**config.mk**
```make
export PLATFORM = sky130hd
export DESIGN_NAME = uart_cmd_if
export DESIGN_NICKNAME = d
export VERILOG_FILES = /design/src/rtl/uart_cmd_if.sv
export SDC_FILE = /design/constraint.sdc
export NUM_CORES = 1
export LEC_CHECK = 0
export BUFFER_PORTS_ARGS = -buffer_cell sky130_fd_sc_hd__buf_2
export CORE_ASPECT_RATIO = 1.1
export CORE_MARGIN = 8
export CORE_UTILIZATION = 40
export CTS_BUF_LIST = sky130_fd_sc_hd__clkbuf_8
export CTS_CLUSTER_SIZE = 40
export DETAILED_ROUTE_END_ITERATION = 12
export PLACE_DENSITY = 0.65
export SYNTH_ARGS = -nofsm -noshare
export SYNTH_HDL_FRONTEND = slang
export SYNTH_SLANG_ARGS = --single-unit
```
**constraint.sdc**
```tcl
create_clock -name clk_i -period 9.6 [get_ports clk_i]
set_input_delay 0.96 -clock clk_i [delete_from_list [all_inputs] [get_ports clk_i]]
set_output_delay 0.96 -clock clk_i [all_outputs]
set_load 0.02 [all_outputs]
```
**src/rtl/uart_cmd_if.sv**
```systemverilog
// UART command front end: deserialises host frames into register-bus strobes
// and serialises read data back to the host at a register-selected baud rate.
module uart_cmd_if #(
    parameter int BASE_DIV     = 16,
    parameter int TIMEOUT_BITS = 20
) (
    input  logic       rst_n,
    input  logic       clk_i,
    input  logic       uart_rx_i,
    input  logic [2:0] baud_sel_i,
    input  logic [7:0] cmd_rdata_i,
    output logic [7:0] cmd_addr_o,
    output logic [7:0] cmd_data_o,
    output logic       cmd_wr_o,
    output logic       cmd_rd_o,
    output logic       uart_tx_o,
    output logic       frame_err_o
);

    localparam logic [1:0] R_IDLE  = 2'd0;
    localparam logic [1:0] R_START = 2'd1;
    localparam logic [1:0] R_DATA  = 2'd2;
    localparam logic [1:0] R_STOP  = 2'd3;

    localparam logic [2:0] P_HDR     = 3'd0;
    localparam logic [2:0] P_ADDR    = 3'd1;
    localparam logic [2:0] P_DATA    = 3'd2;
    localparam logic [2:0] P_RD_WAIT = 3'd3;
    localparam logic [2:0] P_RD_CAP  = 3'd4;

    localparam logic [1:0] T_IDLE  = 2'd0;
    localparam logic [1:0] T_START = 2'd1;
    localparam logic [1:0] T_DATA  = 2'd2;
    localparam logic [1:0] T_STOP  = 2'd3;

    localparam logic [7:0] HDR_WR = 8'hA5;
    localparam logic [7:0] HDR_RD = 8'h5A;

    function automatic logic [15:0] bit_period(input logic [2:0] sel);
        bit_period = 16'(BASE_DIV) << (3'd7 - sel);
    endfunction

    logic        rx_meta_p0, rx_sync_p1, rx_prev_p2;
    logic [1:0]  rx_state;
    logic [15:0] rx_cnt, rx_per;
    logic [2:0]  rx_bit;
    logic [7:0]  rx_sh;
    logic        rx_fall, rx_hit_half, rx_hit_full, byte_vld, stop_err;

    logic [2:0]  p_state;
    logic        wr_flag;
    logic [15:0] to_cyc, to_bits;
    logic        to_active, timeout, hdr_err, tx_drop;
    logic        tx_req;
    logic [7:0]  tx_hold;

    logic [1:0]  tx_state;
    logic [15:0] tx_cnt, tx_per;
    logic [2:0]  tx_bit;
    logic [7:0]  tx_sh;
    logic        tx_line, tx_hit;

    assign rx_fall     = rx_prev_p2 & ~rx_sync_p1;
    assign rx_hit_half = (rx_cnt == (rx_per >> 1) - 16'd1);
    assign rx_hit_full = (rx_cnt == rx_per - 16'd1);
    assign byte_vld    = (rx_state == R_STOP) && rx_hit_full && rx_sync_p1;
    assign stop_err    = (rx_state == R_STOP) && rx_hit_full && !rx_sync_p1;

    // Receive: synchroniser, start qualification at mid-bit, then full-period samples
    always_ff @(posedge clk_i or negedge rst_n) begin
        if (!rst_n) begin
            rx_meta_p0 <= 1'b1;
            rx_sync_p1 <= 1'b1;
            rx_prev_p2 <= 1'b1;
            rx_state   <= R_IDLE;
            rx_cnt     <= 16'd0;
            rx_per     <= 16'(BASE_DIV);
            rx_bit     <= 3'd0;
        end else begin
            rx_meta_p0 <= uart_rx_i;
            rx_sync_p1 <= rx_meta_p0;
            rx_prev_p2 <= rx_sync_p1;
            case (rx_state)
                R_IDLE: if (rx_fall) begin
                    rx_per   <= bit_period(baud_sel_i);
                    rx_cnt   <= 16'd0;
                    rx_state <= R_START;
                end
                R_START: if (rx_hit_half) begin
                    rx_cnt   <= 16'd0;
                    rx_bit   <= 3'd0;
                    rx_state <= rx_sync_p1 ? R_IDLE : R_DATA;
                end else rx_cnt <= rx_cnt + 16'd1;
                R_DATA: if (rx_hit_full) begin
                    rx_cnt <= 16'd0;
                    rx_bit <= rx_bit + 3'd1;
                    if (rx_bit == 3'd7) rx_state <= R_STOP;
                end else rx_cnt <= rx_cnt + 16'd1;
                R_STOP: if (rx_hit_full) begin
                    rx_cnt   <= 16'd0;
                    rx_state <= R_IDLE;
                end else rx_cnt <= rx_cnt + 16'd1;
                default: rx_state <= R_IDLE;
            endcase
        end
    end

    always_ff @(posedge clk_i) begin
        if (rx_state == R_DATA && rx_hit_full) rx_sh <= {rx_sync_p1, rx_sh[7:1]};
    end

    assign to_active = (p_state == P_ADDR) || (p_state == P_DATA);
    assign timeout   = to_active && !byte_vld && (to_cyc == rx_per - 16'd1) &&
                       (to_bits == 16'(TIMEOUT_BITS - 1));
    assign hdr_err   = (p_state == P_HDR) && byte_vld && (rx_sh != HDR_WR) && (rx_sh != HDR_RD);
    assign tx_drop   = tx_req && (tx_state != T_IDLE);

    // Parse: frame decode, command strobes and inter-byte timeout
    always_ff @(posedge clk_i or negedge rst_n) begin
        if (!rst_n) begin
            p_state     <= P_HDR;
            wr_flag     <= 1'b0;
            cmd_addr_o  <= 8'h00;
            cmd_data_o  <= 8'h00;
            cmd_wr_o    <= 1'b0;
            cmd_rd_o    <= 1'b0;
            to_cyc      <= 16'd0;
            to_bits     <= 16'd0;
            tx_req      <= 1'b0;
            frame_err_o <= 1'b0;
        end else begin
            cmd_wr_o    <= 1'b0;
            cmd_rd_o    <= 1'b0;
            tx_req      <= 1'b0;
            frame_err_o <= stop_err | hdr_err | timeout | tx_drop;
            if (byte_vld || !to_active) begin
                to_cyc  <= 16'd0;
                to_bits <= 16'd0;
            end else if (to_cyc == rx_per - 16'd1) begin
                to_cyc  <= 16'd0;
                to_bits <= to_bits + 16'd1;
            end else to_cyc <= to_cyc + 16'd1;
            if (stop_err || timeout) p_state <= P_HDR;
            else begin
                case (p_state)
                    P_HDR: if (byte_vld) begin
                        if (rx_sh == HDR_WR) begin
                            wr_flag <= 1'b1;
                            p_state <= P_ADDR;
                        end else if (rx_sh == HDR_RD) begin
                            wr_flag <= 1'b0;
                            p_state <= P_ADDR;
                        end
                    end
                    P_ADDR: if (byte_vld) begin
                        cmd_addr_o <= rx_sh;
                        if (wr_flag) p_state <= P_DATA;
                        else begin
                            cmd_rd_o <= 1'b1;
                            p_state  <= P_RD_WAIT;
                        end
                    end
                    P_DATA: if (byte_vld) begin
                        cmd_data_o <= rx_sh;
                        cmd_wr_o   <= 1'b1;
                        p_state    <= P_HDR;
                    end
                    P_RD_WAIT: p_state <= P_RD_CAP;
                    P_RD_CAP: begin
                        tx_req  <= 1'b1;
                        p_state <= P_HDR;
                    end
                    default: p_state <= P_HDR;
                endcase
            end
        end
    end

    always_ff @(posedge clk_i) begin
        if (p_state == P_RD_CAP) tx_hold <= cmd_rdata_i;
    end

    assign tx_hit    = (tx_cnt == tx_per - 16'd1);
    assign uart_tx_o = tx_line;

    // Transmit: start, eight data bits LSB first, stop
    always_ff @(posedge clk_i or negedge rst_n) begin
        if (!rst_n) begin
            tx_state <= T_IDLE;
            tx_line  <= 1'b1;
            tx_cnt   <= 16'd0;
            tx_per   <= 16'(BASE_DIV);
            tx_bit   <= 3'd0;
        end else begin
            tx_cnt <= tx_hit ? 16'd0 : tx_cnt + 16'd1;
            case (tx_state)
                T_IDLE: begin
                    tx_cnt <= 16'd0;
                    if (tx_req) begin
                        tx_per   <= bit_period(baud_sel_i);
                        tx_line  <= 1'b0;
                        tx_state <= T_START;
                    end
                end
                T_START: if (tx_hit) begin
                    tx_line  <= tx_sh[0];
                    tx_bit   <= 3'd0;
                    tx_state <= T_DATA;
                end
                T_DATA: if (tx_hit) begin
                    tx_bit <= tx_bit + 3'd1;
                    if (tx_bit == 3'd7) begin
                        tx_line  <= 1'b1;
                        tx_state <= T_STOP;
                    end else tx_line <= tx_sh[1];
                end
                T_STOP: if (tx_hit) tx_state <= T_IDLE;
                default: tx_state <= T_IDLE;
            endcase
        end
    end

    always_ff @(posedge clk_i) begin
        if (tx_state == T_IDLE && tx_req) tx_sh <= tx_hold;
        else if (tx_state == T_DATA && tx_hit) tx_sh <= tx_sh >> 1;
    end

endmodule

```
==> flow_metrics.env <==
export IMPL_status="finished, final reports clean"
export IMPL_die_area_um2=24050
export IMPL_grt_use_met3_pct=3.005
export IMPL_grt_ovfl_total=0
export IMPL_post_cts_buffers=0
export IMPL_grt_pass1_vias=5586
export IMPL_finalCritPeriodShare_pct=41.68
export IMPL_yosys_warnings=0
export IMPL_num_fill_cells=1762
export IMPL_postCtsResizedCells=0
export IMPL_synthesis_nets=814
export IMPL_synth_xor_area_share_pct=7.957
export IMPL_critPathLaunchType="flop"
export IMPL_hold_path_end="rx_sync_p1"
export IMPL_core_area_um2=19030
export IMPL_use_met2_pct=22.31
export IMPL_mostFrequentLayoutCells="dfrtp_1 (112), nor2_1 (72), nand2_1 (69)"
export IMPL_io_pins=34
export IMPL_slew_violations=0
export IMPL_synth_mux_area_share_pct=4.998
export IMPL_rsz0062_at_grt="no"
export IMPL_dp_hpwl_um=11070
export IMPL_hold_viol=0
export IMPL_reg2reg_depth=9
export IMPL_cts_sinks=142
export IMPL_whs_path_depth=0
export IMPL_num_rows=53
export IMPL_avgSynthCellArea_um2=9.842
export IMPL_async_flop_share_pct=83.10
export IMPL_drtPass1Iterations=7
export IMPL_clk_pin_slew_ps=80
export IMPL_crit_start="rx_per[5]"
export IMPL_cts_made_buffers=17
export IMPL_die_x_um=148.6
export IMPL_worstPathArrival_ps=4340
export IMPL_synth_edf_count=24
export IMPL_wl_per_cell_um=15.26
export IMPL_syn_to_final_growth_pct=9.623
export IMPL_vias=5700
export IMPL_start_util_pct=40.65
export IMPL_synth_simple_area_share_pct=23.24
export IMPL_place_area_um2=8063
export IMPL_portBuffers=33
export IMPL_min_from="rx_meta_p0"
export IMPL_synth_adder_area_share_pct=2.264
export IMPL_dp_slack_ps=5640
export IMPL_postRouteAntennaNets=0
export IMPL_cap_viol_max_count=0
export IMPL_synth_top_family_by_area="simple AND/OR/NAND/NOR gates"
export IMPL_synth_cells=786
export IMPL_worst_slew_pin_slew_ps=959.2
export IMPL_r2r_setup_slack_ps=5600
export IMPL_route_detailed_drc=0
export IMPL_p_leak_nw=3.533
export IMPL_min_period_ps=4002
export IMPL_ys_seq_area_share_pct=47.58
export IMPL_cp_required_ps=9930
export IMPL_finalWirelength_um=16120
export IMPL_end_kind="flop"
export IMPL_ys_flop_type="dfrtp_1"
export IMPL_antenna_found_initial=0
export IMPL_r2r_end="cmd_data_o[3]"
export IMPL_vias_per_cell=5.398
export IMPL_synth_compound_area_share_pct=10.61
export IMPL_n_antenna_cell=0
export IMPL_r2r_start="rx_per[5]"
export IMPL_grt_start_max_net_pins=73
export IMPL_root_buffer="clkbuf_8"
export IMPL_use_met1_pct=17.87
export IMPL_maxSlewHeadroom_pct=35.67
export IMPL_busiest_layer="met2"
export IMPL_postCtsHoldBufs=0
export IMPL_finClkSkew_ps=14.16
export IMPL_hp_class="flop to flop"
export IMPL_layout_drive_gt1_share_pct=14.71
export IMPL_max_freq_mhz=249.9
export IMPL_setup_violations=0
export IMPL_worst_setup_path_type="flop to flop"
export IMPL_vdd_drop_max_uv=98.93
export IMPL_h_tree_depth=4
export IMPL_syn_area_um2=7736
export IMPL_clk_latency_ps=450
export IMPL_final_common_cell="dfrtp_1"
export IMPL_crit_fanout=11
export IMPL_cts_buffer_depth=2
export IMPL_die_y_um=161.9
export IMPL_synth_distinct_cells=64
export IMPL_fin_nets=824
export IMPL_grt_usage_pct=13.86
export IMPL_drt_initial_drc_count=248
export IMPL_grt_pass1_wl_um=27380
export IMPL_power_per_cell_area_nw_per_um2=171.7
export IMPL_synth_seq_cells=142
export IMPL_cts_tree="done"
export IMPL_worst_slack_ps=5598
export IMPL_gp_congestion=0.8599
export IMPL_setup_tns_ps=0
export IMPL_finalInstanceArea_um2=8481
-- state kept, by name (all words and copies together) (netlist names), 8 cells and up, named ones only --
register,cells
cmd_addr_o,8
cmd_data_o,8
rx_cnt,16
rx_per,8
rx_sh,8
to_bits,16
to_cyc,16
tx_cnt,16
tx_hold,8
tx_per,8
tx_sh,8
-- worst max-delay path, cell delays in order (launching register included) --
cell,delay [ps]
dfrtp_1,440
inv_1,80
ha_1,350
or4b_1,570
o21ai_0,190
nand3_1,110
or4_4,550
or4_1,590
nor4b_4,600
mux2_2,400
-- Yosys cell counts, drive strengths merged, types with 17 or more instances --
library cell | instances | area (um2)
and3 | 20 | 125.1
dfrtp | 112 | 2803
nor2 | 72 | 270.3
xnor2 | 38 | 332.8
a21oi | 23 | 115.1
nor2b | 17 | 106.4
nand3 | 37 | 185.2
or3 | 17 | 106.4
mux2 | 29 | 326.6
nor3 | 19 | 95.09
clkbuf | 33 | 123.9
nand2 | 69 | 259.0
o21ai | 42 | 210.2
edfxtp | 24 | 720.7
inv | 19 | 71.32
xor2 | 27 | 236.5
-- per-layer routing --
| metal | vias up | wire [um] | part of all wire [%] |
|---|---|---|---|
| li1 | 2823 | - | - |
| met2 | 103 | 7636 | 47 |
| met4 | 0 | 274 | 1.7 |
| met1 | 2755 | 7630 | 47 |
| met5 | - | 0 | 0 |
| met3 | 19 | 573 | 3.6 |
-- layout make-up --
type                            count  area [um2]  share of cell area [%]
Clock buffer                       17       234.0                   2.759
Clock inverter                     15       183.9                   2.169
Inverter                           19       71.32                  0.8410
Multi-Input combinational cell    578        3796                   44.76
Sequential cell                   142        3681                   43.41
Tap cell                          247       309.0                   3.644
Timing Repair Buffer               38       205.2                   2.420
-- metrics by stage --
stage	instances	hold WS [ps]	utilization, %	power [W]
finish	1056	358.9	44.56	0.001456
global route	1056	361.6	44.56	0.001533
CTS	1056	359.6	44.56	0.001470
detailed placement	1024	347.3	42.36	0.0009582
global placement	1024	345.7	42.36	0.0009573
floorplan	786	345.2	-	0.0008933
-- worst max path at each step --
stage,endpoint,slack [ps],depth (start not counted)
after global placement,cmd_data_o[0],5700,9
final,cmd_data_o[3],5600,9
after global routing,cmd_data_o[5],5390,9
after detailed placement,cmd_data_o[3],5640,9
after floorplan,cmd_data_o[0],6060,12
after CTS,cmd_data_o[3],5600,9
-- cells by family (layout without fill, tap and decap cells) --
logic type                 after synthesis  count (layout)
and+or+nand+nor                        338             338
DFF                                    142             142
AOI/OAI and AO/OA                      124             124
xor gates and xnor gates                67              67
buffers and inverters                   66              89
muxes                                   35              35
adders and majority gates               14              14
-- power by group --
part	internal [W]	switching (W)	leakage [nW]	total, W
combinational	0.000113	0.000168	1.55	0.000281
clock	0.000261	0.000247	0.205	0.000508
sequential	0.000628	0.0000391	1.77	0.000667
total	0.00100	0.000454	3.53	0.00146
Note: power is estimated with default switching activity, not from simulation.
